===== src/rtl/switch_alloc_rr_if.sv =====
// Allocator-facing bundle: header requests, routing candidates and sender status in; acks, free map and crossbar selects out.
// Latency: none, wiring only. Backpressure: none here; the allocator withholds o_ack_h until a candidate port is free.
interface switch_alloc_rr_if #(
    parameter int NPORT = 5,
    parameter int PW    = $clog2(NPORT)
);
    logic [NPORT-1:0]       i_h;
    logic [NPORT*NPORT-1:0] i_cand;
    logic [NPORT-1:0]       i_sender;
    logic [NPORT-1:0]       o_ack_h;
    logic [NPORT-1:0]       o_free;
    logic [NPORT*PW-1:0]    o_mux_in;
    logic [NPORT*PW-1:0]    o_mux_out;
    logic                   o_err;

    // Router input side: drives headers, candidate masks and sender status.
    modport master (
        output i_h, i_cand, i_sender,
        input  o_ack_h, o_free, o_mux_in, o_mux_out, o_err
    );

    // Allocator side.
    modport slave (
        input  i_h, i_cand, i_sender,
        output o_ack_h, o_free, o_mux_in, o_mux_out, o_err
    );
endinterface


===== src/rtl/switch_alloc_rr.sv =====
// Round-robin header allocator: picks one pending input, waits ROUTE_LAT, grants the lowest free candidate output.
// Latency: ROUTE_LAT+4 cycles from i_h to o_ack_h. Backpressure: blocked headers retry MAX_RETRY times, then yield.
// Optional statistics counters (o_grant_cnt, o_stall_cnt) are built when SWALLOC_STATS_EN is defined.
module switch_alloc_rr #(
    parameter int NPORT     = 5,
    parameter int PW        = $clog2(NPORT),
    parameter int ROUTE_LAT = 1,
    parameter int MAX_RETRY = 3
`ifdef SWALLOC_STATS_EN
    ,
    parameter int CNT_W     = 16
`endif
) (
    input  logic              i_clk,
    input  logic              i_rst,
    switch_alloc_rr_if.slave  bus
`ifdef SWALLOC_STATS_EN
    ,
    output logic [CNT_W-1:0]  o_grant_cnt,
    output logic [CNT_W-1:0]  o_stall_cnt
`endif
);

    typedef enum logic [2:0] {
        IDLE,
        SEL,
        ROUTE,
        ALLOC,
        ACK
    } state_t;

    state_t           state;
    logic [PW-1:0]    rr_ptr;
    logic [PW-1:0]    sel;
    logic [PW-1:0]    gnt;
    logic [3:0]       lat_cnt;
    logic [3:0]       retry;
    logic [NPORT-1:0] sender_prev;

    logic [NPORT-1:0] cand_sel;
    logic [NPORT-1:0] avail;
    logic [NPORT-1:0] rel_mask;
    logic [NPORT-1:0] free_nxt;
    logic [NPORT-1:0] sel_1h;
    logic [NPORT-1:0] gnt_1h;
    logic [PW-1:0]    winner;
    logic             winner_vld;
    logic [PW-1:0]    low_avail;

    assign cand_sel = bus.i_cand[int'(sel)*NPORT +: NPORT];
    assign avail    = cand_sel & bus.o_free;
    assign sel_1h   = NPORT'(1) << sel;
    assign gnt_1h   = NPORT'(1) << gnt;

    // Round-robin scan starting just after the last winner.
    always_comb begin : rr_scan
        int idx;
        idx        = 0;
        winner     = '0;
        winner_vld = 1'b0;
        for (int k = 1; k <= NPORT; k++) begin
            idx = int'(rr_ptr) + k;
            if (idx >= NPORT) begin
                idx = idx - NPORT;
            end
            if (!winner_vld && bus.i_h[idx]) begin
                winner     = PW'(idx);
                winner_vld = 1'b1;
            end
        end
    end

    always_comb begin
        low_avail = '0;
        for (int j = NPORT - 1; j >= 0; j--) begin
            if (avail[j]) begin
                low_avail = PW'(j);
            end
        end
    end

    // A falling sender frees whatever output its mux field points at.
    always_comb begin
        rel_mask = '0;
        for (int i = 0; i < NPORT; i++) begin
            if (sender_prev[i] && !bus.i_sender[i]) begin
                rel_mask[bus.o_mux_in[i*PW +: PW]] = 1'b1;
            end
        end
    end

    assign free_nxt = bus.o_free | rel_mask;

    always_ff @(posedge i_clk) begin
        if (!i_rst) begin
            state         <= IDLE;
            rr_ptr        <= PW'(NPORT - 1);
            sel           <= '0;
            gnt           <= '0;
            lat_cnt       <= '0;
            retry         <= '0;
            sender_prev   <= '0;
            bus.o_ack_h   <= '0;
            bus.o_free    <= '1;
            bus.o_mux_in  <= '0;
            bus.o_mux_out <= '0;
            bus.o_err     <= 1'b0;
        end else begin
            sender_prev <= bus.i_sender;
            bus.o_ack_h <= '0;
            bus.o_err   <= 1'b0;
            bus.o_free  <= free_nxt;

            case (state)
                IDLE: begin
                    if (|bus.i_h) begin
                        state <= SEL;
                    end
                end

                SEL: begin
                    if (winner_vld) begin
                        sel     <= winner;
                        rr_ptr  <= winner;
                        lat_cnt <= 4'(ROUTE_LAT);
                        state   <= ROUTE;
                    end else begin
                        state <= IDLE;
                    end
                end

                ROUTE: begin
                    if (lat_cnt <= 4'd1) begin
                        state <= ALLOC;
                    end else begin
                        lat_cnt <= lat_cnt - 4'd1;
                    end
                end

                ALLOC: begin
                    if (cand_sel == '0) begin
                        bus.o_err <= 1'b1;
                        retry     <= '0;
                        state     <= IDLE;
                    end else if (avail != '0) begin
                        gnt   <= low_avail;
                        state <= ACK;
                    end else if (retry == 4'(MAX_RETRY - 1)) begin
                        // Yield: rr_ptr already points at this input, so others scan first.
                        retry <= '0;
                        state <= IDLE;
                    end else begin
                        retry <= retry + 4'd1;
                    end
                end

                ACK: begin
                    // Release is applied first, then the grant clears its port.
                    bus.o_free                     <= free_nxt & ~gnt_1h;
                    bus.o_mux_in[int'(sel)*PW +: PW]  <= gnt;
                    bus.o_mux_out[int'(gnt)*PW +: PW] <= sel;
                    bus.o_ack_h                    <= sel_1h;
                    retry                          <= '0;
                    state                          <= IDLE;
                end

                default: begin
                    state <= IDLE;
                end
            endcase
        end
    end

`ifdef SWALLOC_STATS_EN
    logic stall;
    assign stall = (state == ALLOC) && (cand_sel != '0) && (avail == '0);

    always_ff @(posedge i_clk) begin
        if (!i_rst) begin
            o_grant_cnt <= '0;
            o_stall_cnt <= '0;
        end else begin
            if (state == ACK && o_grant_cnt != '1) begin
                o_grant_cnt <= o_grant_cnt + 1'b1;
            end
            if (stall && o_stall_cnt != '1) begin
                o_stall_cnt <= o_stall_cnt + 1'b1;
            end
        end
    end
`endif

endmodule


===== src/flat_wrapper.sv =====
// flat-port wrapper written by rule: the top's interface ports become plain ports
module switch_alloc_rr_flat 
#(
    parameter int NPORT     = 5,
    parameter int PW        = $clog2(NPORT),
    parameter int ROUTE_LAT = 1,
    parameter int MAX_RETRY = 3

)
  (i_clk, i_rst, bus_i_h, bus_i_cand, bus_i_sender, bus_o_ack_h, bus_o_free, bus_o_mux_in, bus_o_mux_out, bus_o_err);
  switch_alloc_rr_if #(.NPORT(NPORT), .PW(PW)) bus_i ();
  input  logic i_clk;
  input  logic i_rst;
  input wire logic [$bits(bus_i.i_h)-1:0] bus_i_h;
  input wire logic [$bits(bus_i.i_cand)-1:0] bus_i_cand;
  input wire logic [$bits(bus_i.i_sender)-1:0] bus_i_sender;
  output wire logic [$bits(bus_i.o_ack_h)-1:0] bus_o_ack_h;
  output wire logic [$bits(bus_i.o_free)-1:0] bus_o_free;
  output wire logic [$bits(bus_i.o_mux_in)-1:0] bus_o_mux_in;
  output wire logic [$bits(bus_i.o_mux_out)-1:0] bus_o_mux_out;
  output wire logic [$bits(bus_i.o_err)-1:0] bus_o_err;
  assign bus_i.i_h = bus_i_h;
  assign bus_i.i_cand = bus_i_cand;
  assign bus_i.i_sender = bus_i_sender;
  assign bus_o_ack_h = bus_i.o_ack_h;
  assign bus_o_free = bus_i.o_free;
  assign bus_o_mux_in = bus_i.o_mux_in;
  assign bus_o_mux_out = bus_i.o_mux_out;
  assign bus_o_err = bus_i.o_err;
  switch_alloc_rr #(.NPORT(NPORT), .PW(PW), .ROUTE_LAT(ROUTE_LAT), .MAX_RETRY(MAX_RETRY)) u_core (.i_clk(i_clk), .i_rst(i_rst), .bus(bus_i));
endmodule

===== config.mk =====
export PLATFORM = sky130hd
export DESIGN_NAME = switch_alloc_rr_flat
export DESIGN_NICKNAME = d
export VERILOG_FILES = /design/src/rtl/switch_alloc_rr_if.sv /design/src/rtl/switch_alloc_rr.sv /design/src/flat_wrapper.sv
export SDC_FILE = /design/constraint.sdc
export NUM_CORES = 1
export LEC_CHECK = 0
export ABC_CLOCK_PERIOD_IN_PS = 5900
export BUFFER_PORTS_ARGS = -buffer_cell sky130_fd_sc_hd__clkbuf_2
export CAP_MARGIN = 20
export CELL_PAD_IN_SITES_DETAIL_PLACEMENT = 1
export CELL_PAD_IN_SITES_GLOBAL_PLACEMENT = 1
export CORE_MARGIN = 3
export CORE_UTILIZATION = 30
export CTS_BUF_LIST = sky130_fd_sc_hd__clkbuf_4 sky130_fd_sc_hd__clkbuf_8
export CTS_CLUSTER_SIZE = 8
export DETAILED_ROUTE_END_ITERATION = 12
export PLACE_DENSITY_LB_ADDON = 0.1
export SLEW_MARGIN = 20
export SYNTH_ARGS = -nofsm -noshare
export SYNTH_HDL_FRONTEND = slang
export SYNTH_SLANG_ARGS = --single-unit

===== constraint.sdc =====
create_clock -name i_clk -period 5.9 [get_ports i_clk]
set_input_delay 1.18 -clock i_clk [delete_from_list [all_inputs] [get_ports i_clk]]
set_output_delay 1.18 -clock i_clk [all_outputs]
set_load 0.03 [all_outputs]

==> results.env <==
STATUS='complete, no violations'
SYNTH_AREA_LEADER_CELL='sky130_fd_sc_hd__dfxtp_1'
POWER_PER_CELL_AREA_nW_PER_UM2=431
GRT_PASS1_VIAS=4476
WORST_SETUP_PATH_START_KIND='flop'
DRT-VIAS-PER-INSTANCE=5.48
QUANTITY_OF_HOLD_FIXING_BUFFERS_ADDED_AFTER_CTS=0
GP_ROUTABILITY_CONGESTION=0.921
GLOBALROUTEMET1UTIL=0.237
MAX-CLOCK-PATH-BUFFERS=2
HOLD_CLASS='flop to flop'
SYNTH_TOP_AREA_SHARE=0.296
DRV_SLEW=0
POST_ROUTE_CELLS_DRIVE_ABOVE_1_SHARE=0.212
FINAL_SETUP_VIO_COUNT=0
DIEAREA_UM2=15900
DRC=0
H-TREE-DEPTH=3
DR.PASS1.ITERS=4
WORST_PIN_SLEW_NS=0.937
FP-ROW-COUNT=43
POSTSYNTHNETCOUNT=578
TIMING.FMAX_MHz=239
PATH_CLASS='flop to flop'
WORSTPATHMAXFANOUT=37
DRV_CAP=0
ASYNCSETRESETFLOPFRACSYNTH=0
ROUTEDWLPERCELL_UM=20.2
TIMING.FINAL.HOLD_VIOLATIONS=0
CP_DATA_REQUIRED_TIME_NS=6.16
LAYOUT_WORST_PATH_CYCLE_SHARE=0.710
GRT_MAX_DEGREE=39
GRT_PASS1_WL_MM=24.8
FIN_SKEW_NS=0.00881
DIE_HEIGHT_UM=126
SYNTH_FF_TYPE='sky130_fd_sc_hd__dfxtp_1'
FINAL_ANTENNA_NET_COUNT=0
GLOBAL_ROUTE.PEAK_USAGE_LAYER='met2'
ROUTED_WL_MM=15.6
PRE_CTS_SLACK_NS=1.70
FINALCOREUTILIZATION=0.364
FIN_TOTAL_PWR_mW=2.20
GLOBAL_ROUTE_USAGE_OVER_ALL_LAYERS=0.196
SYNTH_TOP_CELLS_BY_COUNT='64 x sky130_fd_sc_hd__dfxtp_1, 63 x sky130_fd_sc_hd__nor2_1, 40 x sky130_fd_sc_hd__nand2_1'
REGISTER_BIT_TOTAL_FROM_SYNTHESIS=64
POST_SYNTH_INST_COUNT=518
CRIT_PATH_END_KIND='flop'
LEAKAGE_nW=2.02
FLOORPLAN.IO_PINS=78
CTSRESIZECOUNT=0
DPL.HPWL_MM=12.1
POST-ROUTE-WORST-SETUP-SLACK_NS=1.71
YOSYS-TOP-CELLS-AREA='sky130_fd_sc_hd__dfxtp_1 30%, sky130_fd_sc_hd__ha_1 6.4%, sky130_fd_sc_hd__nor2_1 5.5%, sky130_fd_sc_hd__a21oi_1 4.3%, sky130_fd_sc_hd__mux2i_1 3.9%'
YOSYS.CELL_COUNT.TOP_TYPE='sky130_fd_sc_hd__dfxtp_1'
FLOORPLAN.INITIALDENSITY=0.310
CLK_LATENCY_NS=0.36
NUM_ANTENNA_CELLS=0
SYNTH_ENABLE_FLOP_CELLS=0
POSTSYNTHAREAPERCELL_UM2=8.36
CLOCK_TREE_FROM_TRITONCTS='built'
SYN_AREA_UM2=4330
ROUTED-VIA-COUNT=4226
TIMING.SETUP.TNS_NS=0
POST_CTS_BUFFERS=0
PORT_BUFFERS=77
CRIT_ARRIVAL_NS=4.44
TIMING.SLEW.HEADROOM=0.366
CTS-ROOT-BUF='sky130_fd_sc_hd__clkbuf_8'
GRT_ANTENNA_BEFORE_REPAIR=0
RSZ0062_AT_GRT='false'
NNETSFINAL=646
CORE_UM2=14000
DETAIL_ROUTE.ITER0.VIOLATIONS=174
FLOORPLAN.DIE.WIDTH_UM=126
WORST_SETUP_HOLD_PATH_CLK_SLEW_NS=0.08
VDD_DROP_MAX_mV=0.218
GRT_USE_MET3=0.0327
CTS-BUFFERS-INSERTED=9
FINALCRITICALPERIOD_NS=4.19
SYNTH.YOSYS.SEQ_AREA_SHARE=0.296
LAYOUTNONFILLERINSTCOUNT=771
DP.CELLS=755
USE_MET2=0.353
GLOBAL_ROUTE.OVERFLOW_TOTAL=0
AREA_DELTA_SYNTH_FINAL_PCT=17.5
SYNTH_WARNINGS=0
CTS_SINKS=64
YOSYSUNIQUECELLTYPES=77
==> routing by layer <==
layer / up-vias / part of all wire
li1: 2042 / -
met1: 2096 / 0.44
met2: 67 / 0.51
met3: 21 / 0.026
met4: 0 / 0.019
met5: - / 0
==> placed cells by master, fill, tap and decap left out, drive strengths merged, types with 15 or more instances in the layout <==
cell type / count
a21oi: 37
clkbuf: 86
dfxtp: 64
ha: 22
inv: 27
mux2i: 17
nand2: 40
nand3: 15
nor2: 63
nor3b: 15
o21ai: 15
==> kinds of logic after synthesis <==
family,synth area share
buffers and inverters,0.0505
multiplexers,0.0973
AND/OR/NAND/NOR,0.284
AO/OA/AOI/OAI,0.194
flip-flops,0.296
adder cells (fa/ha/maj),0.0681
XOR/XNOR,0.0101
==> report_power, final <==
| group | switching, mW | internal, mW | leakage [nW] | total [mW] |
|---|---|---|---|---|
| Sequential | 0.0550 | 0.456 | 0.518 | 0.511 |
| Combinational | 0.767 | 0.477 | 1.40 | 1.24 |
| Clock | 0.198 | 0.242 | 0.110 | 0.441 |
| Total | 1.02 | 1.18 | 2.02 | 2.20 |
==> registers in the layout (all words and copies together), names as in the netlist <==
register and count:
u_core.bus.o_mux_in 15, u_core.bus.o_mux_out 15, u_core.bus.o_ack_h 5, u_core.bus.o_free 5, u_core.sender_prev 5, u_core.lat_cnt 4
u_core.retry 4, u_core.gnt 3, u_core.sel 3, u_core.state 3, u_core.bus.o_err 1, u_core.rr_ptr 1
==> path summary, 6_finish.rpt <==
path / start / endpoint / slack [ns] / cells past startpoint
setup reg to reg: u_core.sel[0] / u_core.sel[2] / 1.71 / 13
setup / recovery: u_core.sel[0] / u_core.sel[2] / 1.71 / 13
hold reg to reg: u_core.bus.o_mux_out[3] / u_core.bus.o_mux_out[3] / 0.46 / 2
hold / removal: u_core.bus.o_mux_out[3] / u_core.bus.o_mux_out[3] / 0.46 / 2
==> critical path, cell delays in order (launching register included) <==
cell                       delay (ns)
sky130_fd_sc_hd__dfxtp_1         0.31
sky130_fd_sc_hd__buf_4           0.41
sky130_fd_sc_hd__inv_1           0.44
sky130_fd_sc_hd__ha_1            0.36
sky130_fd_sc_hd__inv_1           0.07
sky130_fd_sc_hd__fa_1            0.27
sky130_fd_sc_hd__inv_1           0.13
sky130_fd_sc_hd__nand2_1         0.12
sky130_fd_sc_hd__mux4_2          0.52
sky130_fd_sc_hd__nor4_2          0.57
sky130_fd_sc_hd__o32ai_1         0.20
sky130_fd_sc_hd__a211oi_1        0.36
sky130_fd_sc_hd__nand2_1         0.10
sky130_fd_sc_hd__a32o_1          0.20
==> cell type report <==
class	count	area (µm²)
Timing Repair Buffer	83	430
Multi-Input combinational cell	403	2830
Tap cell	180	225
Clock inverter	7	103
Inverter	25	93.8
Fill cell	1711	8900
Sequential cell	64	1280
Clock buffer	9	124
==> metrics by stage <==
step	hold slack [ns]	instance area, µm²
2_1_floorplan	0.440	4330
3_3_place_gp	0.442	4860
3_5_place_dp	0.451	4860
4_1_cts	0.463	5090
5_1_grt	0.484	5090
6_report	0.456	5090
No activity file was read; power rests on OpenSTA's default activity.
